$ cat src/rtl/cache_refill_ctrl.sv
// CPU-side controller for a direct-mapped 32-line x 4-word cache: tag/valid lookup,
// in-order 4-word block refill on read miss, write-through with no allocate on writes.
module cache_refill_ctrl #(
  parameter int ADDR_W = 10,
  parameter int DATA_W = 32,
  parameter int LINES  = 32,
  parameter int TAG_W  = 3
) (
  input  logic              clk,
  input  logic              rst,
  input  logic              cpu_req,
  input  logic              cpu_we,
  input  logic [ADDR_W-1:0] cpu_addr,
  input  logic [DATA_W-1:0] cpu_wdata,
  output logic [DATA_W-1:0] cpu_rdata,
  output logic              cpu_done,
  output logic              busy,
  output logic [ADDR_W-1:0] cache_addr,
  output logic [DATA_W-1:0] cache_wdata,
  output logic              cache_we,
  output logic              cache_re,
  input  logic [DATA_W-1:0] cache_rdata,
  output logic              mem_req,
  output logic              mem_we,
  output logic [ADDR_W-1:0] mem_addr,
  output logic [DATA_W-1:0] mem_wdata,
  input  logic [DATA_W-1:0] mem_rdata,
  input  logic              mem_ack,
  output logic [15:0]       hit_cnt,
  output logic [15:0]       miss_cnt
);

  localparam int LINE_W = $clog2(LINES);
  localparam int OFF_W  = ADDR_W - TAG_W - LINE_W;

  typedef enum logic [2:0] {IDLE, LOOKUP, RD_WAIT, REFILL, WR_MEM} state_t;

  state_t            state_reg, state_next;
  logic [ADDR_W-1:0] addr_reg;
  logic              we_reg;
  logic [DATA_W-1:0] wdata_reg;
  logic [OFF_W-1:0]  cnt_reg, cnt_next;
  logic [DATA_W-1:0] rdata_reg, rdata_next;
  logic              done_reg, done_next;
  logic [15:0]       hit_cnt_reg, miss_cnt_reg;

  logic [TAG_W-1:0]  req_tag;
  logic [LINE_W-1:0] req_line;
  logic [OFF_W-1:0]  req_off;
  logic [ADDR_W-1:0] fill_addr;
  logic              hit;
  logic              hit_inc, miss_inc, inv_line, fill_line;

  logic [LINES-1:0]  valid_vec;
  logic [TAG_W-1:0]  tag_vec [LINES];

  assign req_tag   = addr_reg[ADDR_W-1 -: TAG_W];
  assign req_line  = addr_reg[OFF_W +: LINE_W];
  assign req_off   = addr_reg[OFF_W-1:0];
  assign fill_addr = {req_tag, req_line, cnt_reg};
  assign hit       = valid_vec[req_line] && (tag_vec[req_line] == req_tag);

  // One valid/tag slot per line; only the slot addressed by the latched request moves.
  for (genvar gi = 0; gi < LINES; gi++) begin : g_line
    logic             valid_reg;
    logic [TAG_W-1:0] tag_reg;

    always_ff @(posedge clk or posedge rst) begin
      if (rst) begin
        valid_reg <= 1'b0;
        tag_reg   <= '0;
      end else if (req_line == LINE_W'(gi)) begin
        if (fill_line) begin
          valid_reg <= 1'b1;
          tag_reg   <= req_tag;
        end else if (inv_line) begin
          valid_reg <= 1'b0;
        end
      end
    end

    assign valid_vec[gi] = valid_reg;
    assign tag_vec[gi]   = tag_reg;
  end

  always_ff @(posedge clk or posedge rst) begin
    if (rst) begin
      state_reg    <= IDLE;
      addr_reg     <= '0;
      we_reg       <= 1'b0;
      wdata_reg    <= '0;
      cnt_reg      <= '0;
      rdata_reg    <= '0;
      done_reg     <= 1'b0;
      hit_cnt_reg  <= '0;
      miss_cnt_reg <= '0;
    end else begin
      state_reg <= state_next;
      cnt_reg   <= cnt_next;
      rdata_reg <= rdata_next;
      done_reg  <= done_next;
      if (state_reg == IDLE && cpu_req) begin
        addr_reg  <= cpu_addr;
        we_reg    <= cpu_we;
        wdata_reg <= cpu_wdata;
      end
      if (hit_inc && hit_cnt_reg != 16'hFFFF)
        hit_cnt_reg <= hit_cnt_reg + 16'd1;
      if (miss_inc && miss_cnt_reg != 16'hFFFF)
        miss_cnt_reg <= miss_cnt_reg + 16'd1;
    end
  end

  always_comb begin
    state_next  = state_reg;
    cnt_next    = cnt_reg;
    rdata_next  = rdata_reg;
    done_next   = 1'b0;
    cache_addr  = addr_reg;
    cache_wdata = wdata_reg;
    cache_we    = 1'b0;
    cache_re    = 1'b0;
    mem_req     = 1'b0;
    mem_we      = 1'b0;
    mem_addr    = addr_reg;
    mem_wdata   = wdata_reg;
    hit_inc     = 1'b0;
    miss_inc    = 1'b0;
    inv_line    = 1'b0;
    fill_line   = 1'b0;
    case (state_reg)
      IDLE: begin
        if (cpu_req) state_next = LOOKUP;
      end
      LOOKUP: begin
        if (we_reg) begin
          // Write-through, no allocate: only an already-resident line is updated.
          cache_we   = hit;
          state_next = WR_MEM;
        end else if (hit) begin
          cache_re   = 1'b1;
          hit_inc    = 1'b1;
          state_next = RD_WAIT;
        end else begin
          inv_line   = 1'b1;
          cnt_next   = '0;
          miss_inc   = 1'b1;
          state_next = REFILL;
        end
      end
      RD_WAIT: begin
        rdata_next = cache_rdata;
        done_next  = 1'b1;
        state_next = IDLE;
      end
      REFILL: begin
        mem_req    = 1'b1;
        mem_addr   = fill_addr;
        cache_addr = fill_addr;
        if (mem_ack) begin
          cache_we    = 1'b1;
          cache_wdata = mem_rdata;
          cnt_next    = cnt_reg + 1'b1;
          if (cnt_reg == req_off) rdata_next = mem_rdata;
          if (cnt_reg == '1) begin
            fill_line  = 1'b1;
            done_next  = 1'b1;
            state_next = IDLE;
          end
        end
      end
      WR_MEM: begin
        mem_req = 1'b1;
        mem_we  = 1'b1;
        if (mem_ack) begin
          done_next  = 1'b1;
          state_next = IDLE;
        end
      end
      default: state_next = IDLE;
    endcase
  end

  assign busy      = (state_reg != IDLE);
  assign cpu_rdata = rdata_reg;
  assign cpu_done  = done_reg;
  assign hit_cnt   = hit_cnt_reg;
  assign miss_cnt  = miss_cnt_reg;

endmodule

$ cat config.mk
export PLATFORM = sky130hd
export DESIGN_NAME = cache_refill_ctrl
export DESIGN_NICKNAME = d
export VERILOG_FILES = /design/src/rtl/cache_refill_ctrl.sv
export SDC_FILE = /design/constraint.sdc
export NUM_CORES = 1
export LEC_CHECK = 0
export CORE_MARGIN = 2
export CORE_UTILIZATION = 45
export DETAILED_ROUTE_END_ITERATION = 7
export PLACE_DENSITY = 0.73
export SLEW_MARGIN = 30
export SYNTH_ARGS = -nofsm -noshare
export SYNTH_HDL_FRONTEND = slang
export SYNTH_SLANG_ARGS = --single-unit
export TNS_END_PERCENT = 10
$ cat constraint.sdc
create_clock -name clk -period 9.65 [get_ports clk]
set_input_delay 1.93 -clock clk [delete_from_list [all_inputs] [get_ports clk]]
set_output_delay 1.93 -clock clk [all_outputs]
set_load 0.01 [all_outputs]
# Yosys cells after proc, flatten, opt, wreduce, memory -nomap -nowiden
# Cells that the tools add are included.
# totals
mem_count	0
mem_bits_rw	0
in_bits	111
out_inout_bits	154
mem_bits_ro	0
latch_bits	0
word_cells	243
reg_bits	241
# classes
n_reduce_logical	78
eq_ne	47
bitwise_logic	1
n_div	0
magnitude_cmp	2
n_mux	39
addsub	3
shifts	0
multipliers	0
# ops
op	n
32-bit 2-to-1 mux	4
2-bit AND reduction	64
5-bit equality test, second input constant	16
32-bit one-hot mux with 2 select lines	1
5-bit by 4-bit equality test with 1-bit output, second input constant	8
16-bit by 1-bit adder with 16-bit output, second input constant	2
16-bit inequality test, second input constant	2
3-bit 2-to-1 mux	7
5-bit by 3-bit equality test with 1-bit output, second input constant	4
1-bit 2-to-1 mux	17
3-bit binary-select mux with 5-bit select	1
2-bit inequality test, second input constant	7
3-bit one-hot mux with 4 select lines	1
5-bit by 2-bit equality test with 1-bit output, second input constant	2
2-bit 2-to-1 mux	4
4-bit AND reduction	2
3-bit by 2-bit equality test with 1-bit output, second input constant	2
6-bit >= comparator, second input constant	1
5-bit by 6-bit < comparator with 1-bit output, second input constant	1
5-bit NOT with 6-bit output	1
2-bit nonzero test	3
1-bit binary-select mux with 5-bit select	1
5-bit by 1-bit equality test with 1-bit output, second input constant	1
5-bit logical NOT	1
other kinds (14)	17

# Longest topological paths before layout
# Gate-level depths: netlist of the first run.
# logic_depth
ltp_word	11
ltp_mapped	13
ltp_nobuf	8

# Worst setup path before layout of the first run
# OpenSTA, ideal clock, no wires.
# synth_path
path_kind	input-to-output
from	in mem_ack
to	out cache_wdata[10]
required_ns	7.720
t_arrival_ns	2.767
slack_ns	4.953
path_buffers	1
stages	5
path_cell_list	inv_1 -> nor2_1 -> clkbuf_1 -> nand2_1 -> nand2_1
# synth_via
elab_chain_len	2
# synth_rtl
element	line	source
start, declared	28	input logic mem_ack,
32-bit 2-to-1 mux	160	if (mem_ack) begin
32-bit 2-to-1 mux	131	case (state_reg)
end, declared	19	output logic [DATA_W-1:0] cache_wdata,
# Every way passes these cells.

# Worst setup path after layout of the first run
# layout_path
from	reg addr_reg[3]
to	out cache_we
# layout_via
elab_chain_len	8
elab_cells_between_ends	10
cone_classes	eq/ne (1); mux (7); bitwise (1); reduce/logical (1)
# layout_rtl
element	line	source
start, declared	39	logic [ADDR_W-1:0] addr_reg;
start signal, assigned	103	addr_reg <= cpu_addr;
5-bit NOT with 6-bit output (not written as such)	61	assign hit = valid_vec[req_line] && (tag_vec[req_line] == req_tag);
3-bit binary-select mux with 5-bit select	61	
3-bit 2-to-1 mux (not written as such) (2 in a row)	61	
3-bit equality test	61	
1-bit logical AND (*)	61	
1-bit 2-to-1 mux (*)	136	if (we_reg) begin
1-bit one-hot mux with 2 select lines (*)	131	
end, declared	20	output logic cache_we,
# Mark *: on every way between the ends. The rest lies on a longest branch, timed or not. The select of a mux whose other input is x is not followed.

==> metrics.md, run 1 <==
| Metric | Value |
|---|---|
| Reg power frac | `32.3%` |
| Max FFs per register | `96` |
| Clock power share | `approximately 24%` |
| Hold buffer count at CTS | `0` |
| Clock-pin slew on the worst setup and hold paths | `around 0.06 ns` |
| Worst skew pair latency | `approximately 0.53 ns` |
| Pwr Density | `between 200 and 300 nW/um^2` |
| Avg Inst Size Synth | `10.9 um^2` |
| WS Path Type | `reg -> out` |
| Synth unique cells | `51` |
| Slew Limit Headroom | `between 30 and 40%` |
| Fraction of layout cells with a size suffix above 1 | `a little under a fifth` |
| I/O Buffers | `between 200 and 300` |
| Synth Warn # | `0` |
| Hpwl dp | `between 20,000 and 25,000 um` |
| Total gr overflow | `0` |
| Synth top area share | `between 50% and 60%` |
| H-Tree Depth | `1` |
| Mapped Cells | `roughly 1,100` |
| Mapped Area | `11,800 um^2` |
| Wirelength per Cell | `approximately 20 um` |
| First DRT Iteration DRCs | `approximately 780` |
| Resize count post-CTS | `0` |
| Post-CTS Repair Setup Buffers | `0` |
| Req. time, crit path | `7.72 ns` |
| Max cap viols | `0` |
| Max stage delay cell, worst path | `nor2b_1` |
| Switching Share | `between 30% and 40%` |
| Max clock buf depth | `3` |
| Area Overhead vs Synth | `31.5%` |
| Hold Vio Cnt, Final | `0` |
| Die area | `around 27,000 um^2` |
| Area leader, netlist | `dfrtp_1` |
| DIE WIDTH | `between 150 and 200 um` |
| First-pass GRT wire length | `about 53,000 um` |
| Root buf cell | `clkbuf_16` |
| Measured slew at the worst slew-check pin | `approximately 0.90 ns` |
| CTS tree | `built` |
| Critical Path Source Type | `flip-flop` |
| Lkg Pwr | `between 6 and 7 nW` |
| Worst Path Max Fanout | `49` |
| Sequential fraction of the synthesis area | `51.3%` |
| Tightest Hold Check Type | `reg -> reg` |
| CP endpoint kind | `output pin` |
| Number of remaining DRC errors | `0` |
| Rows | `between 50 and 60` |
| Tmin final | `roughly 6.4 ns` |
| Count of flip-flops with a built-in enable after synthesis | `0` |
| CP Data Arrival Time | `approximately 4.5 ns` |
| Core Box Area | `25,800 um^2` |
| Final Wtd Congestion | `0.856` |
| Status | `finished, final reports clean` |
| Final setup vio count | `0` |
| Max stage delay on crit path | `approximately 0.64 ns` |
| Worst-path cell chain | `buf_4, nor2b_1, a22oi_1, a211oi_1, a211oi_1, xnor2_1, o2111ai_4, buf_4, o31ai_1, clkdlybuf4s50_1` |
| Slew Viols, Final | `0` |
| Worst vdd ir | `approximately 0.00020 V` |
| Int Pwr | `about 0.0027 W` |
| Vias per cell | `roughly 5.6` |
| NumNets Final | `~1,400` |
| Synth Flop Type | `dfrtp_1` |
| Ports | `between 200 and 300` |
| Max frequency | `between 150 and 200 MHz` |
| Total number of vias | `approximately 9,000` |
| Post-synth ARST share | `between 90% and 100%` |
| Top Family by Delay on Critical Path | `buffers and inverters` |
| Initial antenna violation count | `1` |
| RSZ-0062 raised after global routing | `false` |
| Comb power frac | `43.3%` |
| Vias in the first global route | `9,586` |
| Top cells by area, synth | `dfrtp_1 (51%), mux2_2 (14%), nand2_1 (6.9%), mux4_2 (3.8%), nor2_1 (1.9%)` |
| Tcrit/Tclk final | `about two thirds` |
| Die Ht | `~170 um` |
| CTS buffer count | `27` |
| TNS Setup | `0 ns` |
| Final core area utilization | `between 50% and 60%` |
| CTS sink cnt | `about 240` |
| Bufs and invs on worst path | `3` |
| Final clock skew | `approximately 0.011 ns` |
| Largest net degree at the start of global routing | `124` |
| Total Wirelength | `~33,000 um` |
| Starting Density | `a little under half` |
| Sw Pwr | `about 0.0015 W` |
| Global-route usage over all layers | `between 20% and 30%` |
| DR pass1 iterations | `5` |
| #FFs+latches synth | `around 240` |
| Final antenna-violating net count | `0` |
| Syn Nets | `around 1,200` |
## per-stage QoR
stage / worst slack (ns) / total power [W] / hold WS [ns] / std cells / instance area (um^2)
after floorplan: 1.10 / 0.00237 / 0.461 / 1077 / 11800
after global placement: 3.68 / 0.00320 / 0.476 / 1609 / 14600
after detailed placement: 3.76 / 0.00322 / 0.483 / 1609 / 14600
after CTS: 3.38 / 0.00428 / 0.491 / 1653 / 15400
after global routing: 3.04 / 0.00447 / 0.513 / 1654 / 15500
final: 3.20 / 0.00426 / 0.483 / 1654 / 15500
## Yosys cell counts, drive strengths merged, types with 4 or more instances
library cell and count:
dfrtp 241, nand2 216, mux2 145, nor2 59
clkbuf 49, buf 36, nand3 35, a31oi 32
nor3 22, inv 20, mux2i 20, mux4 20
xor2 18, nand4 17, xnor2 17, a22oi 16
and3 16, a21oi 10, a22o 10, nor2b 8
o32a 8, and2 7, a2bb2oi 6, nand2b 5
o21ai 5, a211oi 4, nor3b 4, o22a 4
## cell usage in the layout, fill, tap and decap left out, drive strengths merged, types with 5 or more instances in the layout
cell type / n
inv: 21
a2bb2oi: 6
xor2: 18
nor2: 59
o32a: 8
a21oi: 10
a22oi: 16
buf: 18
and2: 7
nor2b: 8
nand2: 216
clkdlybuf4s50: 264
and3: 16
clkbuf: 37
nand4: 17
mux2: 145
mux4: 20
o21ai: 5
a22o: 10
dfrtp: 241
a31oi: 32
xnor2: 17
nor3: 22
nand3: 35
nand2b: 5
mux2i: 20
## routing by layer
layer  routed length [um]  track usage, %  up-vias
li1                     -               -     4211
met2                16300            40.1      388
met3                 2460            5.02       77
met1                13100            30.3     4552
met4                 1220            8.73        0
met5                    0               0        -
## final timing paths
kind	from	to	slack, ns	cells past startpoint
max	addr_reg[3]	cache_we	3.20	10
min	hit_cnt[12]	hit_cnt[12]	0.48	1
max reg2reg	addr_reg[3]	g_line[3].valid_reg	5.66	10
min reg2reg	hit_cnt[12]	hit_cnt[12]	0.48	1
max in group asynchronous	rst	g_line[17].tag_reg[2]	6.30	3
min in group asynchronous	rst	mem_wdata[30]	2.02	2
## cells by family (layout without fill, tap and decap cells)
family          after synthesis  count (layout)  synth area share (%)
simple gates                404             404                  15.5
flops                       241             241                  51.3
mux                         185             185                  19.4
buf+inv                     105             346                  4.39
compound gates              104             104                  6.48
xor+xnor                     35              35                  2.61
fa+ha+maj                     3               3                 0.319
other cells                   0               1                     0
## power by group through the flow
stage / clock network [W] / registers, W / logic (W)
after floorplan: 0 / 0.00142 / 0.000948
final: 0.00104 / 0.00138 / 0.00184
after CTS: 0.00106 / 0.00138 / 0.00184
after global routing: 0.00110 / 0.00140 / 0.00197
after global placement: 0 / 0.00138 / 0.00181
after detailed placement: 0 / 0.00139 / 0.00183
## cell type report
class / instances / area (um^2)
inverters: 20 / 82.6
repair buffers: 282 / 2780
multi-input cells: 731 / 5250
flip-flops and latches: 241 / 6030
diodes: 1 / 2.50
clock inverters: 7 / 116
fillers: 2123 / 10400
clock buffers: 37 / 773
well taps: 335 / 419
(Power assumes the default switching activity.)
==> inputs of run 2 (changes only) <==
--- a/config.mk
+++ b/config.mk
@@ -8,7 +8,7 @@
 export CORE_MARGIN = 2
 export CORE_UTILIZATION = 45
 export DETAILED_ROUTE_END_ITERATION = 7
-export PLACE_DENSITY = 0.73
+export PLACE_DENSITY = 0.76
 export SLEW_MARGIN = 30
 export SYNTH_ARGS = -nofsm -noshare
 export SYNTH_HDL_FRONTEND = slang
==> constraint.sdc (replaced) <==
create_clock -name clk -period 5.7 [get_ports clk]
set_input_delay 1.14 -clock clk [delete_from_list [all_inputs] [get_ports clk]]
set_output_delay 1.14 -clock clk [all_outputs]
set_load 0.01 [all_outputs]
==> run 2 against run 1 <==
Against the previous run:
- worst hold slack barely moved
- sequential power rose by 77%
- final area rose by 0.50%
- highest routed layer unchanged
==> metrics.md, run 2 (synthesis gave the netlist of run 1 again) <==
| Metric | Value |
|---|---|
| Max clock buf depth | `3` |
| Hpwl dp | `around 24,000 um` |
| Number of remaining DRC errors | `0` |
| Total number of vias | `9,264` |
| Worst-path cell chain | `nor2b_1, a22oi_1, a211oi_1, a211oi_1, xnor2_1, o2111ai_4, o31ai_1, clkdlybuf4s50_1` |
| Die area | `27,400 um^2` |
| First-pass GRT wire length | `around 54,000 um` |
| Worst vdd ir | `around 0.00033 V` |
| RSZ-0062 raised after global routing | `false` |
| Vias per cell | `about 5.6` |
| Initial antenna violation count | `1` |
| Resize count post-CTS | `0` |
| CTS sink cnt | `approximately 240` |
| Req. time, crit path | `between 4 and 5 ns` |
| Status | `finished, final reports clean` |
| Final setup margin | `between 0.5 and 0.6 ns` |
| CP Data Arrival Time | `slightly above 4 ns` |
| CTS tree | `built` |
| Pwr Density | `between 400 and 500 nW/um^2` |
| Tcrit/Tclk final | `approximately nine tenths` |
| Inst Count DP | `between 1,500 and 2,000` |
| Starting Density | `a little under half` |
| Final antenna-violating net count | `0` |
| Root buf cell | `clkbuf_16` |
| Slew Viols, Final | `0` |
| Post-CTS Repair Setup Buffers | `0` |
| Setup WS pre-CTS | `between 1 and 1.5 ns` |
| NumNets Final | `about 1,400` |
| Most frequent cells in the layout | `clkdlybuf4s50_1 (264), dfrtp_1 (239), nand2_1 (215)` |
| WS Path Type | `reg -> out` |
| First DRT Iteration DRCs | `between 700 and 800` |
| Hold buffer count at CTS | `0` |
| Final setup vio count | `0` |
| FILL cells | `2,117` |
| TNS Setup | `0 ns` |
| Max stage delay on crit path | `about 0.94 ns` |
| Area Overhead vs Synth | `32.1%` |
| H-Tree Depth | `1` |
| CP dominant cell by count | `a211oi_1` |
| CP startpoint | `addr_reg[3]` |
| DR pass1 iterations | `7` |
| Max stage delay cell, worst path | `dfrtp_2` |
| Global-route usage over all layers | `between 20% and 30%` |
| Die Ht | `166 um` |
| Vias in the first global route | `a little under 10,000` |
| Commonest non-fill, non-tap cell in the layout | `clkdlybuf4s50_1` |
| Wirelength per Cell | `about 20 um` |
| Final Wtd Congestion | `~0.95` |
| Hold slack final | `approximately 0.48 ns` |
| Worst skew pair latency | `roughly 0.54 ns` |
| Total gr overflow | `0` |
| Worst Path Max Fanout | `32` |
| Sequential cell area | `6030 um^2` |
| Core Box Area | `roughly 26,000 um^2` |
| Bufs and invs on worst path | `1` |
| Non-Filler Instances | `1,659` |
| Max cap viols | `0` |
| Total Wirelength | `approximately 34,000 um` |
| Slew Limit Headroom | `34.7%` |
| Lkg Pwr | `approximately 7.0 nW` |
| Ports | `between 200 and 300` |
| R2R Path Start | `addr_reg[3]` |
| Tmin final | `between 5 and 6 ns` |
| DIE WIDTH | `~170 um` |
| Area of the multi-input gates | `roughly 5200 um^2` |
| Largest net degree at the start of global routing | `approximately 150` |
| Clock-pin slew on the worst setup and hold paths | `~0.06 ns` |
| R2R Setup Slk | `around 1.8 ns` |
| Critical Path Source Type | `flip-flop` |
| Rows | `59` |
| CTS buffer count | `27` |
| Max FFs per register | `between 90 and 100` |
| CP Capture Point | `cache_we` |
| Fraction of layout cells with a size suffix above 1 | `between 10% and 20%` |
| Top Family by Delay on Critical Path | `compound AO/OA/AOI/OAI gates` |
| Crit path depth | `8` |
| Hold Vio Cnt, Final | `0` |
| Measured slew at the worst slew-check pin | `around 0.98 ns` |
| I/O Buffers | `approximately 260` |
| Crit Reg-Reg Endpoint | `g_line[9].valid_reg` |
| Max frequency | `between 150 and 200 MHz` |
| Tightest Hold Check Type | `reg -> reg` |
| Worst Reg-to-Reg Cells | `9` |
| Final clock skew | `around 0.012 ns` |
| CP endpoint kind | `output pin` |
[run 2: area by class of cell]
class | instances | area share, %
Clock buffer | 35 | 4.74
Multi-Input combinational cell | 731 | 33.8
Sequential cell | 241 | 38.8
Clock inverter | 15 | 1.33
Inverter | 20 | 0.508
Timing Repair Buffer | 281 | 18.1
Antenna cell | 1 | 0.0161
Tap cell | 335 | 2.70
[run 2: worst min-delay path by stage]
stage,start,to,slack [ns],cells after the start
final,hit_cnt[6],hit_cnt[6],0.48,1
after global routing,g_line[12].tag_reg[0],g_line[12].tag_reg[0],0.52,1
after CTS,hit_cnt[6],hit_cnt[6],0.49,1
after detailed placement,hit_cnt[6],hit_cnt[6],0.48,1
after global placement,hit_cnt[12],hit_cnt[12],0.48,1
after floorplan,g_line[30].valid_reg,g_line[30].valid_reg,0.46,1
[run 2: per-layer routing]
metal | vias up | GRT usage (%) | wire length, um
met1 | 4567 | 30.9 | 13500
li1 | 4213 | - | -
met4 | 0 | 10.9 | 1550
met3 | 93 | 4.56 | 2280
met2 | 391 | 40.6 | 16200
met5 | - | 0 | 0
[run 2: where the power goes]
part | leakage, nW | switching [W] | internal, W | total [W]
Combinational | 3.34 | 0.00149 | 0.00149 | 0.00298
Clock | 0.467 | 0.000710 | 0.00114 | 0.00185
Sequential | 3.15 | 0.000404 | 0.00204 | 0.00244
Total | 6.96 | 0.00260 | 0.00466 | 0.00727
[run 2: through the flow]
stage	utilization, %	power [W]	instance area [um^2]
6_report	60.1	0.00727	15500
4_1_cts	60.1	0.00731	15500
5_1_grt	60.1	0.00764	15500
3_5_place_dp	56.5	0.00544	14600
2_1_floorplan	-	0.00401	11800
3_3_place_gp	56.4	0.00540	14600
==> inputs of run 3 (changes only) <==
--- a/config.mk
+++ b/config.mk
@@ -5,7 +5,7 @@
 export SDC_FILE = /design/constraint.sdc
 export NUM_CORES = 1
 export LEC_CHECK = 0
-export CORE_MARGIN = 2
+export CORE_MARGIN = 1
 export CORE_UTILIZATION = 45
 export DETAILED_ROUTE_END_ITERATION = 7
 export PLACE_DENSITY = 0.76
==> run 3 against run 2 <==
Against the previous run:
- combinational power barely moved
- largest power group unchanged
- utilization rose by 0.66 points
- total power fell by 2.4%
- sequential share of layout area rose by 0.26 points
- highest routed layer unchanged
- critical endpoint unchanged
- clock power fell by 10%
- worst hold slack improved by 0.016 ns
- final area fell by 0.61%
==> metrics.md, run 3 (synthesis gave the netlist of run 1 again) <==
| Metric | Value |
|---|---|
| Req. time, crit path | `~4.6 ns` |
| Die area | `around 27,000 um^2` |
| Resize count post-CTS | `0` |
| Tightest Hold Check Type | `reg -> reg` |
| Finished Cell Area | `between 15,000 and 20,000 um^2` |
| Initial antenna violation count | `0` |
| CP endpoint kind | `output pin` |
| WS Path Type | `reg -> out` |
| Worst skew pair latency | `0.54 ns` |
| CTS tree | `built` |
| Vias per cell | `~5.7` |
| Commonest non-fill, non-tap cell in the layout | `clkdlybuf4s50_1` |
| Worst Path Max Fanout | `25` |
| Largest net degree at the start of global routing | `between 100 and 150` |
| H-Tree Depth | `1` |
| I/O Buffers | `between 200 and 300` |
| Tcrit/Tclk final | `88.6%` |
| Final Wtd Congestion | `between 0.8 and 0.9` |
| Fraction of layout cells with a size suffix above 1 | `18.2%` |
| Int Pwr | `0.00450 W` |
| Slew Viols, Final | `0` |
| Inst Count DP | `1,603` |
| DR pass1 iterations | `5` |
| Ports | `265` |
| Core Box Area | `between 20,000 and 30,000 um^2` |
| Comb power frac | `a little over two fifths` |
| Most frequent cells in the layout | `clkdlybuf4s50_1 (264), dfrtp_1 (238), nand2_1 (215)` |
| Wirelength per Cell | `~20 um` |
| Post-CTS Repair Setup Buffers | `0` |
| Starting Density | `between 40% and 50%` |
| CTS buffer count | `27` |
| Total gr overflow | `0` |
| Lkg Pwr | `6.92 nW` |
| Pwr Density | `460 nW/um^2` |
| First DRT Iteration DRCs | `741` |
| Worst vdd ir | `around 0.0003 V` |
| Max clock buf depth | `3` |
| Status | `finished, final reports clean` |
| R2R Path Start | `addr_reg[2]` |
| Max cap viols | `0` |
| Sw Pwr | `0.00259 W` |
| TNS Setup | `0 ns` |
| Final setup vio count | `0` |
| Measured slew at the worst slew-check pin | `about 0.94 ns` |
| Tmin final | `5.05 ns` |
| CTS sink cnt | `about 240` |
| Clock-pin slew on the worst setup and hold paths | `0.06 ns` |
| Final clock skew | `0.0132 ns` |
| Total Wirelength | `about 34,000 um` |
| Non-Filler Instances | `roughly 1,700` |
| Critical Path Source Type | `flip-flop` |
| Root buf cell | `clkbuf_16` |
| Hold Vio Cnt, Final | `0` |
| Die Ht | `164 um` |
| Vias in the first global route | `between 9,000 and 10,000` |
| Ant diodes | `0` |
| Reg power frac | `34.7%` |
| Total number of vias | `9,371` |
| Max FFs per register | `96` |
| Slew Limit Headroom | `between 30% and 40%` |
| Hold buffer count at CTS | `0` |
| HP Start | `g_line[9].valid_reg` |
| Rows | `58` |
| Global-route usage over all layers | `between 20 and 30%` |
| Placed cell area | `roughly 15,000 um^2` |
| CP Data Arrival Time | `just under 4 ns` |
| DIE WIDTH | `approximately 160 um` |
| Final antenna-violating net count | `0` |
| Area Overhead vs Synth | `31.3%` |
| Number of remaining DRC errors | `0` |
| Clock power share | `roughly a quarter` |
| NumNets Final | `between 1,000 and 1,500` |
| RSZ-0062 raised after global routing | `false` |
| Hpwl dp | `approximately 24,000 um` |
| CP startpoint | `addr_reg[2]` |
| Max frequency | `between 150 and 200 MHz` |
| Switching Share | `a little over a third` |
| First-pass GRT wire length | `53,300 um` |
| FILL cells | `2,093` |
==> run 3: power by group through the flow <==
stage	registers [W]	logic, W	clock network [W]
global route	0.00251	0.00318	0.00175
CTS	0.00245	0.00298	0.00169
global placement	0.00247	0.00293	0
finish	0.00246	0.00297	0.00166
floorplan	0.00240	0.00160	0
detailed placement	0.00248	0.00296	0
==> run 3: worst max-delay path: stages (launching register included) <==
cell,delay [ns]
dfrtp_2,0.72
nor2b_1,0.66
a22oi_1,0.24
a211oi_1,0.28
a211oi_1,0.09
xnor2_1,0.25
o2111ai_4,0.25
o31ai_1,0.28
clkdlybuf4s50_1,0.59
==> run 3: through the flow <==
step | utilization (%) | total power (W) | setup WS (ns) | hold WS, ns
floorplan | - | 0.00401 | 1.40 | 0.461
global placement | 57.3 | 0.00540 | 1.14 | 0.479
detailed placement | 57.3 | 0.00544 | 1.07 | 0.481
CTS | 60.7 | 0.00712 | 0.454 | 0.499
global route | 60.8 | 0.00744 | 0.445 | 0.512
finish | 60.8 | 0.00709 | 0.651 | 0.498
==> run 3: final cells by class <==
class | count | area [um^2] | area share [%]
repair buffers | 282 | 2820 | 18.2
well taps | 330 | 413 | 2.68
flip-flops and latches | 241 | 6040 | 39.1
inverters | 20 | 78.8 | 0.511
multi-input cells | 731 | 5250 | 34.0
clock inverters | 5 | 28.8 | 0.186
clock buffers | 43 | 816 | 5.29
==> run 3: path summary, 6_finish.rpt <==
kind | end | slack [ns] | cells after the start
max | cache_we | 0.65 | 8
min | g_line[9].valid_reg | 0.50 | 1
max reg2reg | g_line[10].valid_reg | 1.96 | 9
min reg2reg | g_line[9].valid_reg | 0.50 | 1
max in group asynchronous | addr_reg[3] | 3.40 | 4
min in group asynchronous | cnt_reg[0] | 0.95 | 2
==> run 3: metal layers <==
| metal | track usage (%) | share of wire, % | vias up |
|---|---|---|---|
| met3 | 6.09 | 7.5 | 105 |
| met4 | 10.9 | 4.4 | 0 |
| met2 | 43.5 | 49 | 401 |
| li1 | - | - | 4231 |
| met5 | 0 | 0 | - |
| met1 | 31.2 | 39 | 4634 |
